`config.mk`:
```
export PLATFORM = sky130hd
export DESIGN_NAME = sa_leaf_rr_merge
export DESIGN_NICKNAME = d
export VERILOG_FILES = /design/src/rtl/sa_merge_pkg.sv /design/src/rtl/sa_rr_pick.sv /design/src/rtl/sa_leaf_rr_merge.sv
export SDC_FILE = /design/constraint.sdc
export NUM_CORES = 1
export LEC_CHECK = 0
export CAP_MARGIN = 10
export CELL_PAD_IN_SITES_DETAIL_PLACEMENT = 1
export CELL_PAD_IN_SITES_GLOBAL_PLACEMENT = 2
export CORE_MARGIN = 8
export CORE_UTILIZATION = 25
export CTS_CLUSTER_SIZE = 24
export DETAILED_ROUTE_END_ITERATION = 8
export PLACE_DENSITY = 0.65
export RECOVER_POWER = 100
export SYNTH_ARGS = -nofsm -noshare
export SYNTH_HDL_FRONTEND = slang
export SYNTH_HIERARCHICAL = 1
export SYNTH_SLANG_ARGS = --single-unit
```
`constraint.sdc`:
```
create_clock -name clk -period 13.5 [get_ports clk]
set_clock_uncertainty 0.2 [all_clocks]
set_input_delay 2.7 -clock clk [delete_from_list [all_inputs] [get_ports clk]]
set_output_delay 2.7 -clock clk [all_outputs]
set_load 0.005 [all_outputs]
```
`src/rtl/sa_merge_pkg.sv`:
```
// Shared types and helpers for the leaf round-robin merge stage.
package sa_merge_pkg;

  typedef enum logic {
    IDLE,
    LOCKED
  } state_t;

  localparam int PKT_CNT_W = 16;

  function automatic int src_w(input int n);
    return (n <= 2) ? 1 : $clog2(n);
  endfunction

endpackage

```
`src/rtl/sa_rr_pick.sv`:
```
// Rotate-priority picker: first requester after ptr, wrapping modulo NUM_SRC.
module sa_rr_pick
  import sa_merge_pkg::*;
#(
  parameter int NUM_SRC = 5,
  parameter int SRC_W   = src_w(NUM_SRC)
) (
  input  logic [NUM_SRC-1:0] req,
  input  logic [SRC_W-1:0]   ptr,
  output logic [NUM_SRC-1:0] gnt,
  output logic [SRC_W-1:0]   gnt_idx
);

  logic found;

  always_comb begin
    gnt     = '0;
    gnt_idx = '0;
    found   = 1'b0;
    for (int k = 1; k <= NUM_SRC; k++) begin
      int idx;
      idx = (int'(ptr) + k) % NUM_SRC;
      if (!found && req[idx]) begin
        found        = 1'b1;
        gnt[idx]     = 1'b1;
        gnt_idx      = SRC_W'(idx);
      end
    end
  end

endmodule

```
`src/rtl/sa_leaf_rr_merge.sv`:
```
// Packet-aware round-robin merge of leaf streams into one registered
// output, with grant lock across multi-beat packets and a packet counter.
module sa_leaf_rr_merge
  import sa_merge_pkg::*;
#(
  parameter int NUM_SRC = 5,
  parameter int DATA_W  = 16,
  parameter int SRC_W   = src_w(NUM_SRC)
) (
  input  logic                      clk,
  input  logic                      rst,
  input  logic [NUM_SRC-1:0]        src_valid,
  input  logic [NUM_SRC-1:0]        src_last,
  input  logic [NUM_SRC*DATA_W-1:0] src_data,
  output logic [NUM_SRC-1:0]        src_ready,
  output logic                      out_valid,
  input  logic                      out_ready,
  output logic [DATA_W-1:0]         out_data,
  output logic                      out_last,
  output logic [SRC_W-1:0]          out_src,
  output logic [PKT_CNT_W-1:0]      pkt_count
);

  state_t              state_q, state_d;
  logic [SRC_W-1:0]    ptr_q, ptr_d;
  logic [SRC_W-1:0]    lock_q, lock_d;
  logic [SRC_W-1:0]    pick_idx, sel;
  logic [NUM_SRC-1:0]  pick_gnt, grant;
  logic                locked, load, xfer, sel_last;
  logic [DATA_W-1:0]   sel_data;

  sa_rr_pick #(
    .NUM_SRC (NUM_SRC),
    .SRC_W   (SRC_W)
  ) u_pick (
    .req     (src_valid),
    .ptr     (ptr_q),
    .gnt     (pick_gnt),
    .gnt_idx (pick_idx)
  );

  assign locked    = (state_q == LOCKED);
  assign grant     = locked ? (NUM_SRC'(1) << lock_q) : pick_gnt;
  assign sel       = locked ? lock_q : pick_idx;
  // Ready is held low while reset is applied, not just after it.
  assign load      = !rst && (!out_valid || out_ready);
  assign src_ready = grant & {NUM_SRC{load}};
  assign xfer      = |(src_valid & src_ready);
  assign sel_data  = src_data[int'(sel)*DATA_W +: DATA_W];
  assign sel_last  = src_last[sel];

  always_comb begin
    state_d = state_q;
    ptr_d   = ptr_q;
    lock_d  = lock_q;
    if (xfer) begin
      unique case (state_q)
        IDLE: begin
          if (sel_last) begin
            ptr_d = sel;
          end else begin
            state_d = LOCKED;
            lock_d  = sel;
          end
        end
        LOCKED: begin
          if (sel_last) begin
            state_d = IDLE;
            ptr_d   = lock_q;
          end
        end
        default: state_d = IDLE;
      endcase
    end
  end

  always_ff @(posedge clk or posedge rst) begin
    if (rst) begin
      state_q <= IDLE;
      ptr_q   <= SRC_W'(NUM_SRC - 1);
      lock_q  <= '0;
    end else begin
      state_q <= state_d;
      ptr_q   <= ptr_d;
      lock_q  <= lock_d;
    end
  end

  always_ff @(posedge clk or posedge rst) begin
    if (rst) begin
      out_valid <= 1'b0;
      out_data  <= '0;
      out_last  <= 1'b0;
      out_src   <= '0;
    end else if (xfer) begin
      out_valid <= 1'b1;
      out_data  <= sel_data;
      out_last  <= sel_last;
      out_src   <= sel;
    end else if (out_ready) begin
      out_valid <= 1'b0;
    end
  end

  always_ff @(posedge clk or posedge rst) begin
    if (rst) begin
      pkt_count <= '0;
    end else if (out_valid && out_ready && out_last
                 && pkt_count != '1) begin
      pkt_count <= pkt_count + 1'b1;
    end
  end

endmodule

```
# After elaboration in Yosys (flattened, before gate mapping)
# Index checks and enable logic that the tools add are counted.
[classes]
n_reduce_logical = 24
n_mux = 49
bitwise_logic = 8
magnitude_cmp = 11
add_sub_neg = 6
n_eq_ne = 3
div_mod_pow = 5
shift = 2
[op_table]
columns = ["operator", "count"]
rows = [
  ["$ge 32x1->1 const B", 5],
  ["$lt 32x5->1 const B", 5],
  ["$mod 32x4->32 const B", 5],
  ["$shiftx 80x8->16", 1],
  ["$mux 5", 6],
  ["$mux 3", 8],
  ["$mux 1", 23],
  ["$or 5x5->5", 4],
  ["$bmux 1 s3", 6],
  ["$add 16x1->16 const B", 1],
  ["$ne 16x16->1 const B", 1],
  ["$demux 1 s3", 5],
  ["$logic_and 1x1->1", 13],
  ["$and 5x5->5", 2],
  ["$add 3x2->4 const B", 2],
  ["$add 3x3->4 const B", 2],
  ["$logic_not 1->1", 6],
  ["$pmux 3 s2", 1],
  ["$reduce_and 3->1", 2],
  ["$reduce_or 5->1", 1],
  ["$shl 1x3->5 const A", 1],
  ["$add 3x1->4 const B", 1],
  ["$lt 3x4->1 const B", 1],
  ["$ne 2x1->1 const B", 1],
  ["other kinds (4)", 5],
]
[word_totals]
inputBits = 93
output_inout_bits = 42
word_cells = 116
register_bits = 44

# Longest topological paths before layout
[depth]
depth_word = 23
mapped_depth = 27
ltp_nobuf = 23

# Cells and area by module
# Netlist, hierarchy kept.
[modules_own_cells]
columns = ["module", "cells_per_inst", "seq_area_each_um2", "n_inst", "area_per_inst_um2"]
rows = [
  ["sa_rr_pick", 372, 0.0, 1, 2808.9],
  ["sa_leaf_rr_merge", 201, 1102.3, 1, 2617.5],
]

# Worst setup path after synthesis
# OpenSTA, ideal clock, no wires.
[synth_path]
path_type = "register -> output"
startpoint = "reg ptr_q[1]"
endpoint = "out src_ready[1]"
t_required_ns = 10.600
path_slack_ns = 5.319
n_path_buf = 3
path_stages_with_launch = 23
t_arrival_ns = 5.281
path_cell_list = "dfrtp_1 -> clkbuf_1 -> inv_1 -> ha_1 -> buf_4 -> clkinv_1 -> ha_1 -> nor2_1 -> a21oi_1 -> xnor2_1 -> ha_1 -> clkbuf_1 -> nand2b_1 -> o22ai_1 -> a211o_2 -> mux2i_2 -> a21oi_2 -> o22ai_4 -> nand4b_2 -> or3b_4 -> o311ai_1 -> nor2b_1 -> o211a_1"
[synth_via]
elab_chain_len = 20
elab_cells_between_ends = 73
classes_between = "5 x add/sub; 5 x div; 10 x order compare; 35 x mux; 5 x bitwise; 13 x reduce/logical"
[synth_rtl]
columns = ["element", "line_no", "source"]
rows = [
  ["from (decl)", "sa_leaf_rr_merge.sv:25", "logic [SRC_W-1:0] ptr_q, ptr_d;"],
  ["from (signal assigned)", "sa_leaf_rr_merge.sv:80", "ptr_q <= SRC_W'(NUM_SRC - 1);"],
  ["from (signal assigned)", "sa_leaf_rr_merge.sv:84", "ptr_q <= ptr_d;"],
  ["branches (longest 17 deep; another with $mod 32x4->32)", "-", ""],
  ["$mux 5 (*)", "sa_rr_pick.sv:23", "if (!found && req[idx]) begin"],
  ["named net pick_gnt[1]", "sa_leaf_rr_merge.sv:28", "logic [NUM_SRC-1:0] pick_gnt, grant;"],
  ["$mux 5 (*)", "sa_leaf_rr_merge.sv:43", "assign grant = locked ? (NUM_SRC'(1) << lock_q) : pick_gnt;"],
  ["$and 5x5->5 (*)", "sa_leaf_rr_merge.sv:47", "assign src_ready = grant & {NUM_SRC{load}};"],
  ["to (decl)", "sa_leaf_rr_merge.sv:15", "output logic [NUM_SRC-1:0] src_ready,"],
]
# Mark *: on every way through the listed nets, which the timed path passes. The select of a mux whose other input is x is not followed.

# Worst setup path in the final report
[layout_path]
startpoint = "reg ptr_q[0]"
endpoint = "out src_ready[3]"
# Same word-level chain as after synthesis.

==> flow_summary.ini <==
[route]
drc_errors = 0
routedWlPerCell_um = 21.4
vias = 5207
wirelength_um = 20700
ant_nets = 0
viasPerCell = 5.36
first_pass_iters = 4
first_iter_violations = 189

[placement]
io_buffer_count = 134
dpl.cell_count = 963
place_ws_ns = 3.75
place.gp.congestion = 0.809
place_area_um2 = 6950
dp_hpwl_um = 16700

[global_route]
grt-ovfl-total = 0
grt_pass1_wl_um = 32800
antenna_found_initial = 1
first_global_vias = 5716
grt_usage_pct = 15.4
grt_max_degree = 50

[worst_hold_path]
hp-class = reg2reg
min_from = out_src[1]

[floorplan]
rows = 54
dieWidth_um = 163
pin_count = 135
die_y_um = 163
core_area_um2 = 21600
start_util_pct = 25.2
die_area_um2 = 26700

[synth]
synth_edf_count = 0
ys.warnings.count = 6
synth_nets = 700
syn_area_um2 = 5430
synth_cell_type_count = 105
syn_inst = 573
seq_area_frac_synth_pct = 20.3
async_flop_share_pct = 100
ys_ff_latch = 44
syn_avg_cell_area_um2 = 9.47
synth_top_flop_cell = dfrtp_1

[pwr]
p_int_mw = 1.12
p_sw_share_pct = 51.6
power.density_nw_per_um2 = 328
clockPowerShare_pct = 6.4
pwr-share-seq_pct = 10.2
vdd_drop_max_mv = 0.101
p_switching_mw = 1.20
p_leak_nw = 2.91
finalPower_mw = 2.32
power_frac_comb_pct = 83.4

[finish]
final.fill_count = 2485
area_growth_pct = 30.3
nNetsFinal = 817
final_util_pct = 32.8
instances_no_fill = 971
finalInstanceArea_um2 = 7070
layout_commonest_cell = clkdlybuf4s50_1
drive_gt1_share_pct = 12.9
n_antenna_cell = 0
mostFrequentLayoutCells = 91 x clkdlybuf4s50_1, 43 x dlygate4sd3_1, 43 x dfrtp_1

[timing]
slew_headroom_pct = -89.9
setup_tns_ns = 0
setup_ws_ns = 3.14
timing.fmax_mhz = 96.5
finalSetupViolCount = 0
post-route-period-util_pct = 76.7
slew_viol_final = 92
hold_ws_ns = 0.293
worst_pin_slew_ns = 2.85
hold_violations = 0
grt_setup_unrepaired = no
period_needed_ns = 10.36

[flow_run]
maxCapViolCount = 3

[critical_path]
critPathKind = reg2out
critical_path.most_common_cell = ha_1
endpoint_kind = primary output
arrival_ns = 7.46
path_buf_inv = 4
crit_start = ptr_q[0]
critPathMaxStageDelay_ns = 0.77
slowest_stage = ha_1
critPathMaxFanout = 43
critPathLaunchType = flop
cp_cell_sequence = buf_4 -> inv_2 -> ha_1 -> clkinv_1 -> ha_1 -> nor2_1 -> a21oi_1 -> xnor2_1 -> ha_1 -> nand2b_1 -> o22ai_1 -> a211o_2 -> mux2i_1 -> a21oi_2 -> o22ai_1 -> nand4b_1 -> or3b_1 -> o311ai_0 -> nor2b_1 -> o211a_1 -> dlygate4sd3_1
worstPathRequired_ns = 10.60
cp_top_family = buffers and inverters
r2r_slack_ns = 3.60
timing.rr.start = ptr_q[0]

[cts]
cts_max_path_buffers = 2
insertion_delay_ns = 0.29
clk_pin_slew_worst_paths_ns = 0.07
cts_resized = 0
post-cts-setup-buffers = 0
clock_sinks = 44
tritoncts = done
htree_levels = 2
cts_buffers = 5
ctsHoldBuffers = 0
clock-root-buffer = clkbuf_16

[status]
status = complete, but fails checks
violations = capacitance limit, slew limit
## synthesized netlist by cell type, types with 6 or more instances
cell      count  share of area [%]
nor3_1        8               0.74
nand4_1      10                1.2
ha_1         34                7.8
xnor2_1      21                3.4
nand3_1      17                1.6
mux2_2       22                4.6
o21ai_0      15                1.4
mux2_1       10                2.1
a22o_1       20                3.2
o211a_1       6                1.1
o21a_1        6               0.83
dfrtp_1      43                 20
mux4_2       17                7.1
o21ai_1       6               0.55
o211ai_1      8                1.1
buf_4         8                1.1
a21oi_1      22                2.0
nand2_1      35                2.4
nor2_1       39                2.7
mux2i_1      14                2.6
inv_1        28                1.9
xor2_1        9                1.5
clkbuf_1      8               0.55
nor2b_1      12                1.4
## flip-flops by register name (all words and copies together) (netlist names)
register   flops
out_data      16
pkt_count     16
lock_q         3
out_src        3
ptr_q          3
locked         1
out_last       1
out_valid      1
## kinds of logic (layout without fill, tap and decap cells)
group / count (synthesis) / count (layout) / synth area share (%)
and+or+nand+nor: 175 / 175 / 18.7
AOI/OAI and AO/OA: 159 / 159 / 24.0
muxes: 67 / 67 / 17.4
buffers and inverters: 62 / 180 / 6.11
DFF: 44 / 44 / 20.3
adders and majority gates: 34 / 34 / 7.84
xor gates and xnor gates: 32 / 32 / 5.65
## per-layer routing
metal | up-vias | track usage [%] | part of all wire, %
li1 | 2436 | - | -
met5 | - | 0 | 0.063
met4 | 2 | 4.71 | 2.2
met2 | 155 | 25.5 | 46
met1 | 2592 | 18.1 | 43
met3 | 22 | 5.97 | 8.6
## worst paths after layout
check,end,cells past startpoint
worst max-delay path,src_ready[3],21
worst min-delay path,out_src[1],1
worst max register to register,ptr_q[0],23
worst min register to register,out_src[1],1
max in group asynchronous,out_src[0],3
min in group asynchronous,out_data[10],3
## layout make-up
class	instances	area [µm²]	area share, %
inverter	34	128	1.80
clock inverter	3	50.0	0.708
multi-input combinational	467	3950	55.8
timing repair buffer	138	1370	19.3
clock buffer	5	125	1.77
sequential	44	1100	15.6
tap	280	350	4.95
## power by group through the flow
stage / sequential (mW) / clock (mW) / combinational [mW]
after floorplan: 0.220 / 0 / 1.52
after global placement: 0.236 / 0 / 1.98
after detailed placement: 0.239 / 0 / 2.01
after CTS: 0.239 / 0.157 / 2.02
after global routing: 0.245 / 0.160 / 2.13
final: 0.236 / 0.149 / 1.94
## worst reg2reg max path: stages (launching register included)
cell      delay [ns]
dfrtp_1         0.32
buf_4           0.43
inv_2           0.26
ha_1            0.77
clkinv_1        0.45
ha_1            0.36
nor2_1          0.18
a21oi_1         0.11
xnor2_1         0.43
ha_1            0.39
nand2b_1        0.16
o22ai_1         0.09
a211o_2         0.39
mux2i_1         0.45
a21oi_2         0.05
o22ai_1         0.45
and3b_1         0.33
nor2b_1         0.16
or4_1           0.46
mux2_1          0.69
nor3_1          1.63
a22o_1          0.38
o21ai_0         0.26
mux2_2          0.36
Power figures use the tool's default switching activity.
